**config.mk**
```make
export PLATFORM = sky130hd
export DESIGN_NAME = ili934x_spi_wr
export DESIGN_NICKNAME = d
export VERILOG_FILES = /design/src/rtl/ili934x_pkg.sv /design/src/rtl/ili934x_byte_fifo.sv /design/src/rtl/ili934x_spi_wr.sv
export SDC_FILE = /design/constraint.sdc
export NUM_CORES = 1
export LEC_CHECK = 0
export ABC_AREA = 1
export BUFFER_PORTS_ARGS = -buffer_cell sky130_fd_sc_hd__buf_4
export CORE_ASPECT_RATIO = 1.4
export CORE_UTILIZATION = 45
export DETAILED_ROUTE_END_ITERATION = 8
export PLACE_DENSITY = 0.66
export SKIP_LAST_GASP = 1
export SLEW_MARGIN = 20
export SYNTH_ARGS = -nofsm -noshare
export SYNTH_HDL_FRONTEND = slang
export SYNTH_SLANG_ARGS = --single-unit
```
**constraint.sdc**
```tcl
create_clock -name clk -period 3.7 [get_ports clk]
set_clock_uncertainty 0.05 [all_clocks]
set_input_delay 0.555 -clock clk [delete_from_list [all_inputs] [get_ports clk]]
set_output_delay 0.555 -clock clk [all_outputs]
set_load 0.005 [all_outputs]
```
**src/rtl/ili934x_pkg.sv**
```systemverilog
// ili934x_pkg: types shared along the ILI934x panel write path.
//   wr_item_t        - one byte of the panel stream plus its command flag
//   SPI_PHASE_*      - encoding of the serial clock half-period phase
//   ili934x_spi_st_e - state type of the SPI write engine
package ili934x_pkg;

  typedef struct packed {
    logic       is_cmd;
    logic [7:0] byte_pack;
  } wr_item_t;

  localparam logic SPI_PHASE_LOW  = 1'b0;
  localparam logic SPI_PHASE_HIGH = 1'b1;

  typedef enum logic [1:0] {
    S_IDLE,
    S_LOAD,
    S_SHIFT,
    S_GAP
  } ili934x_spi_st_e;

endpackage

```
**src/rtl/ili934x_byte_fifo.sv**
```systemverilog
// ili934x_byte_fifo: small synchronous first-word-fall-through FIFO.
// The head entry is always visible on rd_data while empty is low; rd_en
// consumes it. Simultaneous write and read leave the count unchanged.
// Ports:
//   clk, rst_n       clock, asynchronous active-low reset (pointers/count)
//   wr_en, wr_data   write strobe (caller guarantees !full) and data
//   rd_en, rd_data   pop strobe (caller guarantees !empty) and head data
//   count            occupied entries
//   full, empty      status flags derived from the registered count
module ili934x_byte_fifo #(
  parameter  int DEPTH = 16,
  parameter  int WIDTH = 9,
  localparam int AW    = $clog2(DEPTH),
  localparam int CW    = $clog2(DEPTH + 1)
) (
  input  logic             clk,
  input  logic             rst_n,
  input  logic             wr_en,
  input  logic [WIDTH-1:0] wr_data,
  input  logic             rd_en,
  output logic [WIDTH-1:0] rd_data,
  output logic [CW-1:0]    count,
  output logic             full,
  output logic             empty
);

  logic [WIDTH-1:0] mem [DEPTH];
  logic [AW-1:0]    wr_ptr_reg;
  logic [AW-1:0]    rd_ptr_reg;
  logic [CW-1:0]    count_reg;

  // Storage is not reset; only the pointers define what is valid.
  always_ff @(posedge clk) begin
    if (wr_en) begin
      mem[wr_ptr_reg] <= wr_data;
    end
  end

  // Pointers are DEPTH-sized (power of two) so they wrap naturally.
  always_ff @(posedge clk or negedge rst_n) begin
    if (!rst_n) begin
      wr_ptr_reg <= '0;
      rd_ptr_reg <= '0;
      count_reg  <= '0;
    end else begin
      if (wr_en) begin
        wr_ptr_reg <= wr_ptr_reg + 1'b1;
      end
      if (rd_en) begin
        rd_ptr_reg <= rd_ptr_reg + 1'b1;
      end
      case ({wr_en, rd_en})
        2'b10:   count_reg <= count_reg + 1'b1;
        2'b01:   count_reg <= count_reg - 1'b1;
        default: count_reg <= count_reg;
      endcase
    end
  end

  assign rd_data = mem[rd_ptr_reg];
  assign count   = count_reg;
  assign full    = (count_reg == CW'(DEPTH));
  assign empty   = (count_reg == '0);

endmodule

```
**src/rtl/ili934x_spi_wr.sv**
```systemverilog
// ili934x_spi_wr: write engine for the ILI934x 4-wire SPI interface.
// Buffers command/data bytes in a FIFO and shifts each one out MSB first in
// SPI mode 0 (SCL idles low, panel samples on the rising edge). Bytes that
// are already queued when the previous one finishes follow with CSX held
// low and no idle clocks; otherwise CSX is raised for a short guard gap.
// Ports:
//   clk, rst_n            clock, asynchronous active-low reset
//   item_valid, item      upstream byte stream, accepted when item_ready
//   item_ready            FIFO not full
//   sink_can_accept       more than FIFO_GUARD entries free
//   lcd_csx/dcx/scl/sda   panel SPI pins (CSX active-low, DCX 0 = command)
//   busy                  bytes queued or a transfer/gap in progress
//   fifo_level            occupied FIFO entries
module ili934x_spi_wr
  import ili934x_pkg::*;
#(
  parameter  int CLK_DIV        = 2,
  parameter  int FIFO_DEPTH     = 16,
  parameter  int FIFO_GUARD     = 2,
  parameter  int CS_IDLE_CYCLES = 2,
  localparam int LVL_W          = $clog2(FIFO_DEPTH + 1)
) (
  input  logic             clk,
  input  logic             rst_n,
  input  logic             item_valid,
  input  wr_item_t         item,
  output logic             item_ready,
  output logic             sink_can_accept,
  output logic             lcd_csx,
  output logic             lcd_dcx,
  output logic             lcd_scl,
  output logic             lcd_sda,
  output logic             busy,
  output logic [LVL_W-1:0] fifo_level
);

  localparam int DIV_W = $clog2(CLK_DIV + 1);
  localparam logic [DIV_W-1:0] DIV_LAST = DIV_W'(CLK_DIV - 1);
  // A zero-length gap still spends one cycle in S_GAP.
  localparam int GAP_W = (CS_IDLE_CYCLES > 1) ? $clog2(CS_IDLE_CYCLES) : 1;
  localparam logic [GAP_W-1:0] GAP_LAST =
    GAP_W'((CS_IDLE_CYCLES > 0) ? CS_IDLE_CYCLES - 1 : 0);

  // FIFO interface
  logic       push;
  logic       pop;
  logic       fifo_full;
  logic       fifo_empty;
  logic [8:0] fifo_rd_data;
  wr_item_t   head;

  ili934x_spi_st_e  state_reg,    state_next;
  logic [7:0]       shift_reg,    shift_next;
  logic             dcx_hold_reg, dcx_hold_next;
  logic [DIV_W-1:0] div_cnt_reg,  div_cnt_next;
  logic [2:0]       bit_cnt_reg,  bit_cnt_next;
  logic             phase_reg,    phase_next;
  logic [GAP_W-1:0] gap_cnt_reg,  gap_cnt_next;
  logic             csx_reg,      csx_next;
  logic             dcx_reg,      dcx_next;
  logic             scl_reg,      scl_next;
  logic             sda_reg,      sda_next;

  assign push = item_valid && !fifo_full;
  assign head = fifo_rd_data;

  ili934x_byte_fifo #(
    .DEPTH (FIFO_DEPTH),
    .WIDTH ($bits(wr_item_t))
  ) u_fifo (
    .clk     (clk),
    .rst_n   (rst_n),
    .wr_en   (push),
    .wr_data (item),
    .rd_en   (pop),
    .rd_data (fifo_rd_data),
    .count   (fifo_level),
    .full    (fifo_full),
    .empty   (fifo_empty)
  );

  always_ff @(posedge clk or negedge rst_n) begin
    if (!rst_n) begin
      state_reg    <= S_IDLE;
      shift_reg    <= '0;
      dcx_hold_reg <= 1'b0;
      div_cnt_reg  <= '0;
      bit_cnt_reg  <= '0;
      phase_reg    <= SPI_PHASE_LOW;
      gap_cnt_reg  <= '0;
      csx_reg      <= 1'b1;
      dcx_reg      <= 1'b0;
      scl_reg      <= 1'b0;
      sda_reg      <= 1'b0;
    end else begin
      state_reg    <= state_next;
      shift_reg    <= shift_next;
      dcx_hold_reg <= dcx_hold_next;
      div_cnt_reg  <= div_cnt_next;
      bit_cnt_reg  <= bit_cnt_next;
      phase_reg    <= phase_next;
      gap_cnt_reg  <= gap_cnt_next;
      csx_reg      <= csx_next;
      dcx_reg      <= dcx_next;
      scl_reg      <= scl_next;
      sda_reg      <= sda_next;
    end
  end

  always_comb begin
    state_next    = state_reg;
    shift_next    = shift_reg;
    dcx_hold_next = dcx_hold_reg;
    div_cnt_next  = div_cnt_reg;
    bit_cnt_next  = bit_cnt_reg;
    phase_next    = phase_reg;
    gap_cnt_next  = gap_cnt_reg;
    csx_next      = csx_reg;
    dcx_next      = dcx_reg;
    scl_next      = scl_reg;
    sda_next      = sda_reg;
    pop           = 1'b0;

    case (state_reg)
      S_IDLE: begin
        if (!fifo_empty) begin
          pop           = 1'b1;
          shift_next    = head.byte_pack;
          dcx_hold_next = ~head.is_cmd;
          state_next    = S_LOAD;
        end
      end

      S_LOAD: begin
        csx_next     = 1'b0;
        dcx_next     = dcx_hold_reg;
        sda_next     = shift_reg[7];
        scl_next     = 1'b0;
        div_cnt_next = '0;
        bit_cnt_next = 3'd7;
        phase_next   = SPI_PHASE_LOW;
        state_next   = S_SHIFT;
      end

      S_SHIFT: begin
        if (div_cnt_reg == DIV_LAST) begin
          div_cnt_next = '0;
          if (phase_reg == SPI_PHASE_LOW) begin
            phase_next = SPI_PHASE_HIGH;
            scl_next   = 1'b1;
          end else begin
            phase_next = SPI_PHASE_LOW;
            scl_next   = 1'b0;
            if (bit_cnt_reg != 3'd0) begin
              bit_cnt_next = bit_cnt_reg - 3'd1;
              sda_next     = shift_reg[bit_cnt_reg - 3'd1];
            end else if (!fifo_empty) begin
              // Chain the next byte on the falling edge that ends bit 0;
              // DCX may change here because SCL is going low.
              pop           = 1'b1;
              shift_next    = head.byte_pack;
              dcx_hold_next = ~head.is_cmd;
              dcx_next      = ~head.is_cmd;
              sda_next      = head.byte_pack[7];
              bit_cnt_next  = 3'd7;
            end else begin
              csx_next     = 1'b1;
              gap_cnt_next = '0;
              state_next   = S_GAP;
            end
          end
        end else begin
          div_cnt_next = div_cnt_reg + 1'b1;
        end
      end

      S_GAP: begin
        if (gap_cnt_reg == GAP_LAST) begin
          state_next = S_IDLE;
        end else begin
          gap_cnt_next = gap_cnt_reg + 1'b1;
        end
      end

      default: begin
        state_next = S_IDLE;
      end
    endcase
  end

  assign item_ready      = !fifo_full;
  assign sink_can_accept = (FIFO_DEPTH - int'(fifo_level)) > FIFO_GUARD;
  assign busy            = (state_reg != S_IDLE) || (fifo_level != '0);
  assign lcd_csx         = csx_reg;
  assign lcd_dcx         = dcx_reg;
  assign lcd_scl         = scl_reg;
  assign lcd_sda         = sda_reg;

endmodule

```
==> metrics.md, run 1 <==
| Metric | Value |
|---|---|
| Share of the synthesized area in the top cell type | 53.60% |
| Slew HR | 45.59% |
| Syn Std Cell Area | 0.008068 mm^2 |
| Pwr Total | 7.246 mW |
| Clk Latency, worst-skew pair | 430 ps |
| Area growth, synth to finish | 12.47% |
| First-pass GRT wire length | 27,340 um |
| Slowest CP cell | dfrtp_1 |
| CTS sink cnt | 178 |
| #FFs+latches synth | 178 |
| Hold_buf cts | 0 |
| Row cnt | 57 |
| Worst EP arrival | 3220 ps |
| Pin slew with the least headroom to its limit | 816.1 ps |
| Startpoint Class | flip-flop |
| Die width | 115.2 um |
| Synth Area per Inst | 10.19 um^2 |
| Layout cells sized above 1 | 11.58% |
| Hold Path Class | input pin to async pin |
| Vias in the first global route | 5,212 |
| Max-cap violation count | 0 |
| Core footprint | 0.01747 mm^2 |
| Post-CTS setup buffer count | 0 |
| Worst path bufs/invs | 3 |
| DRT Pass-1 Iters | 5 |
| Final TNS setup | 0 ps |
| Antenna fix cells | 0 |
| Number of buffers created by CTS | 17 |
| Post-DP HPWL | 11,120 um |
| Largest net degree at the start of global routing | 75 |
| Cell taking the most area after synthesis | edfxtp_1 |
| Ys Warns | 0 |
| WP data required | 3970 ps |
| Finished Layout Cells | 1,074 |
| Sequential-to-total area share from yosys stat | 64.16% |
| Gp weighted congestion | 0.8173 |
| Drt drc | 0 |
| DR WL/cell | 16.03 um |
| Drt initial violations | 326 |
| CP max FO | 10 |
| Max FFs per register | 144 |
| Die area | 0.01848 mm^2 |
| Setup-failing EPs final | 0 |
| Total I/O pin count | 24 |
| GR Util All Layers | 20.22% |
| Layout fillers | 1,551 |
| Nets | 856 |
| CTS HTree Levels | 4 |
| Clk slew on worst S/H paths | 70 ps |
| Leakage | 3.827 nW |
| Synth unique cells | 37 |
| DR vias | 5,327 |
| CTS tree | done |
| # port buffers | 23 |
| Final hold vios | 0 |
| Max-slew violation count | 0 |
| DR vias/cell | 4.960 |
| R2R Setup Slk | 760 ps |
| CP Capture Type | flip-flop |
| GRT overflow | 0 |
| Initial core utilization | 46.17% |
| Antenna violations before repair | 0 |
| Status | complete, no violations |
| F_max | 339.9 MHz |
| Minimum hold slack | 24.88 ps |
| Die Ht | 160.4 um |
| Pwr dens | 798.6 mW/mm^2 |
| Mapped Nets | 823 |
| RSZ-0062 raised after global routing | false |
| Crit-path cells | inv_1 -> ha_1 -> nand3_1 -> o31ai_2 -> nand2_2 -> inv_2 -> ha_1 -> xor2_1 -> ha_1 -> inv_1 -> nand2_1 -> nand3_2 -> nand3_1 -> nand2_1 -> nand2_1 -> o21ai_2 |
| Area contributors post-synth | edfxtp_1 (54%), nand2_1 (14%), dfrtp_1 (10%), nand3_1 (5.0%), nor2_1 (3.0%) |
| Cell count after synthesis | 792 |
| Kind of critical path | flip-flop to flip-flop |
| VDD IR max | 0.3917 mV |
| CP peak stage delay | 430 ps |
| Fin crit period | 2942 ps |
| CTS resizes | 0 |
| ANT nets after route | 0 |
| Tcrit/Tclk final | 79.52% |
| Placed cells | 1,042 |
| Worst path top cell family by delay | adder cells |
| Final WL | 17,220 um |
| Root Driver | clkbuf_16 |
| Clock Tree Buf Depth | 2 |
-- power breakdown --
part | leakage (nW) | total (mW) | switching, mW | internal, mW
Combinational | 1.83 | 2.74 | 1.84 | 0.901
Sequential | 1.71 | 2.69 | 0.186 | 2.51
Clock | 0.281 | 1.81 | 0.798 | 1.02
-- worst register-to-register path, cell delays in order (launching register included) --
cell	delay [ps]
dfrtp_1	430
inv_1	110
ha_1	400
nand3_1	200
o31ai_2	260
nand2_2	150
inv_2	110
ha_1	300
xor2_1	210
ha_1	170
inv_1	30
nand2_1	100
nand3_2	90
nand3_1	80
nand2_1	50
nand2_1	60
o21ai_2	50
-- synthesized netlist by cell type, drive strengths merged --
| master | count |
|---|---|
| or2 | 1 |
| ha | 19 |
| o21ai | 33 |
| xnor2 | 3 |
| o31ai | 1 |
| edfxtp | 144 |
| nand4 | 3 |
| xor2 | 9 |
| buf | 26 |
| dfstp | 1 |
| a21oi | 3 |
| o21bai | 1 |
| nor2 | 65 |
| clkinv | 1 |
| clkbuf | 1 |
| dfrtp | 33 |
| nor3 | 3 |
| nand3 | 81 |
| a21boi | 2 |
| inv | 65 |
| a22oi | 2 |
| a31oi | 1 |
| a32oi | 1 |
| nand2 | 293 |
-- cells by family after synthesis --
| family | count (synthesis) | share of synthesized area, % |
|---|---|---|
| AND/OR/NAND/NOR | 446 | 22.46 |
| adder cells (fa/ha/maj) | 19 | 2.947 |
| buffers and inverters | 93 | 5.738 |
| flip-flops | 178 | 64.16 |
| AO/OA/AOI/OAI | 44 | 3.303 |
| XOR/XNOR | 12 | 1.396 |
-- per-layer routing --
metal / track usage [%] / part of all wire, %
met5: 0 / 0
met4: 9.799 / 3.5
met3: 3.585 / 4.0
met2: 35.02 / 52
met1: 24.01 / 41
-- area by class of cell --
cell class / instances / area (um^2) / share of cell area (%)
multi-input combinational: 521 / 2429 / 26.77
clock inverter: 15 / 178.9 / 1.972
inverter: 66 / 247.7 / 2.730
clock buffer: 17 / 425.4 / 4.688
sequential: 178 / 5177 / 57.06
tap: 236 / 295.3 / 3.254
timing repair buffer: 41 / 320.3 / 3.530
-- cells in the final DEF, fill, tap and decap left out, drive strengths merged --
cell type  Yosys  routed
o21bai         1       1
a31oi          1       1
nand4          3       3
clkinvlp       0       5
edfxtp       144     144
o21ai         33      33
bufinv         0       2
a21oi          3       3
clkbuf         1      17
nand3         81      81
a32oi          1       1
xor2           9       9
a21boi         2       2
xnor2          3       3
inv           65      70
nor2          65      65
dfstp          1       1
nand2        293     293
or2            1       1
clkinv         1       4
ha            19      19
nor3           3       3
o31ai          1       1
buf           26      41
dfrtp         33      33
a22oi          2       2
-- worst paths after layout --
path,from,end,cells after the start
min in group clk,item[2],u_fifo.mem[8][2],1
max in group asynchronous,rst_n,u_fifo.rd_ptr_reg[0],1
setup reg to reg,state_reg[0],u_fifo.count[4],16
hold reg to reg,shift_reg[6],shift_reg[6],2
setup / recovery,state_reg[0],u_fifo.count[4],16
hold / removal,rst_n,shift_reg[0],1
-- per-stage QoR --
stage	cell area, um^2	setup WS [ps]	utilization (%)
2_1_floorplan	8068	1024	-
3_3_place_gp	8469	818.4	48.47
3_5_place_dp	8469	736.6	48.47
4_1_cts	9074	725.0	51.93
5_1_grt	9074	419.9	51.93
6_report	9074	757.7	51.93
No activity file was read; power rests on OpenSTA's default activity.
==> run 2, diff against run 1 <==
==> constraint.sdc (replaced) <==
create_clock -name clk -period 2.95 [get_ports clk]
set_clock_uncertainty 0.05 [all_clocks]
set_input_delay 0.4425 -clock clk [delete_from_list [all_inputs] [get_ports clk]]
set_output_delay 0.4425 -clock clk [all_outputs]
set_load 0.005 [all_outputs]
==> run 2 against run 1 <==
  * Wire length fell by 1.4%
  * Critical endpoint unchanged
  * Worst setup slack got worse by 530 ps
  * Clock power rose by 15%
  * Sequential power rose by 26%
  * Register-to-register slack got worse by 530 ps
  * Sequential cell count did not move
==> metrics.md, run 2 (synthesis results as in run 1) <==
| Metric | Value |
|---|---|
| Layout fillers | 1,567 (+1.0%) |
| DR WL/cell | 15.64 um (-2.4%) |
| Hold EP | u_fifo.mem[3][2] |
| DP Area | 0.008552 mm^2 (+0.98%) |
| WP data required | 3220 ps (-750 ps) |
| Antenna fix cells | 0 (unchanged) |
| Row cnt | 57 (unchanged) |
| Die width | 115.2 um (unchanged) |
| VDD IR max | 0.5426 mV (+39%) |
| Area growth, synth to finish | 13.24% |
| GR Util All Layers | 19.76% (-0.46 points) |
| Layout cells sized above 1 | 12.82% (+1.2 points) |
| Final WL | 16,990 um (-1.4%) |
| Number of buffers created by CTS | 17 (unchanged) |
| FF-to-FF path depth | 16 (unchanged) |
| F_max | 367.2 MHz (+8.0%) |
| Die area | 0.01848 mm^2 (unchanged) |
| Tcrit/Tclk final | 92.32% (+13 points) |
| Nets | 868 (+1.4%) |
| Largest net degree at the start of global routing | 75 (unchanged) |
| Hold depth | 1 |
| CTS tree | done |
| Max-slew violation count | 0 (unchanged) |
| CP max FO | 6 (-4) |
| Startpoint Class | flip-flop |
| Status | complete, no violations |
| FF-to-FF End | u_fifo.count[4] |
| Max-cap violation count | 0 (unchanged) |
| Minimum hold slack | 296.5 ps (+271.7 ps) |
| Vias in the first global route | 5,178 (-0.65%) |
| Die Ht | 160.4 um (unchanged) |
| Total I/O pin count | 24 (unchanged) |
| Gp weighted congestion | 0.8119 (-0.66%) |
| RSZ-0062 raised after global routing | false |
| Fin crit period | 2723 ps (-218.9 ps) |
| Placed cells | 1,053 (+1.1%) |
| Most common cell after layout, fill and taps aside | nand2_1 |
| Worst EP arrival | 2990 ps (-230 ps) |
| Leakage | 3.860 nW (+0.84%) |
| # port buffers | 23 (unchanged) |
| Setup-failing EPs final | 0 (unchanged) |
| CTS sink cnt | 178 (unchanged) |
| CTS HTree Levels | 4 (unchanged) |
| Drt drc | 0 (unchanged) |
| Pwr dens | 984.5 mW/mm^2 (+23%) |
| DRT Pass-1 Iters | 5 (unchanged) |
| R2R Path Start | state_reg[0] |
| GRT overflow | 0 (unchanged) |
| Post-DP HPWL | 10,970 um (-1.3%) |
| HP Start | item[2] |
| Commonest non-fill, non-tap cells in the layout | nand2_1 (291), edfxtp_1 (144), nand3_1 (80), nor2_1 (63), inv_1 (57) |
| Root Driver | clkbuf_16 |
| Pin slew with the least headroom to its limit | 805.5 ps (-10.63 ps) |
| Clock Tree Buf Depth | 2 (unchanged) |
| Drt initial violations | 369 (+13%) |
| Finished Layout Cells | 1,086 (+1.1%) |
| Hold Path Class | input pin to flip-flop |
| Clk Latency, worst-skew pair | 420 ps (about the same) |
| Initial core utilization | 46.17% (unchanged) |
| Clk slew on worst S/H paths | 60 ps (about the same) |
| Setup ws final | 226.6 ps (-531.1 ps) |
| Final TNS setup | 0 ps (unchanged) |
| R2R Setup Slk | 230 ps (-530 ps) |
| CP Capture Type | flip-flop |
| ANT nets after route | 0 (unchanged) |
| Antenna violations before repair | 0 (unchanged) |
| Kind of critical path | flip-flop to flip-flop |
| Max FFs per register | 144 (unchanged) |
| Slew HR | 46.30% (+0.71 points) |
| Final hold vios | 0 (unchanged) |
| Core footprint | 0.01747 mm^2 (unchanged) |
| Post-CTS setup buffer count | 0 (unchanged) |
| DR vias/cell | 4.927 (-0.66%) |
| Cell area after layout | 0.009136 mm^2 (+0.69%) |
| Dpl ws | 87.50 ps (-649.1 ps) |
| First-pass GRT wire length | 26,780 um (-2.1%) |
| DR vias | 5,351 (+0.45%) |
## run 2: cell types whose count changed in the layout (fill, tap and decap cells not counted), moves of 2 or more
cell,previous run,this run
ha_1,19,17
buf_4,40,51
clkinv_1,1,3
inv_8,3,0
clkbuf_1,0,2
## run 2: layout make-up
type / count / area, um^2 / share of cell area [%]
Sequential cell: 178 / 5177 / 56.67
Multi-Input combinational cell: 521 / 2457 / 26.90
Clock buffer: 19 / 432.9 / 4.738
Timing Repair Buffer: 53 / 412.9 / 4.519
Tap cell: 236 / 295.3 / 3.232
Inverter: 66 / 247.7 / 2.712
Clock inverter: 13 / 112.6 / 1.233
## run 2: worst max path at each step
stage / endpoint / cells after the start / startpoint / slack, ps
final: u_fifo.count[4] / 16 / state_reg[0] / 230
after global routing: u_fifo.count[4] / 21 / u_fifo.count[0] / 30
after CTS: u_fifo.count[4] / 20 / u_fifo.count[0] / 70
after detailed placement: u_fifo.count[4] / 20 / u_fifo.count[0] / 90
after global placement: u_fifo.count[4] / 21 / u_fifo.count[0] / 190
after floorplan: u_fifo.count[4] / 21 / u_fifo.count[0] / 270
## run 2: through the flow
step           power (mW)  util (%)
2_1_floorplan       5.962         -
3_3_place_gp        6.922     48.94
3_5_place_dp        6.948     48.94
4_1_cts             9.033     52.12
5_1_grt             9.638     52.29
6_report            8.994     52.29
## run 2: timing repair
action                                 in CTS  in global routing
endpoints found under the hold margin      33                  0
hold buffers                                1                  0
resized for setup                           0                  6
setup endpoints to repair                   0                  2
## run 2: critical path, stage by stage (launching register included)
cell and delay (ps):
dfrtp_1 420, inv_1 100, ha_1 310, nand3_1 170, o31ai_2 240, nand2_2 90, inv_2 90, ha_2 290
xor2_2 180, ha_1 170, inv_1 40, nand2_1 110, nand3_2 90, nand3_1 80, nand2_1 60, nand2_1 70
o21ai_2 50
## run 2: power by group
part / internal [mW] / switching [mW] / total, mW
clock: 1.16 / 0.919 / 2.08
combinational: 1.21 / 2.32 / 3.54
sequential: 3.14 / 0.239 / 3.38
total: 5.51 / 3.48 / 8.99
## run 2: per-layer routing
metal  GRT usage (%)  routed length (um)
met4           9.268                 552
met1           23.64                6842
met5               0                   0
met3           3.283                 772
met2           34.34                8821
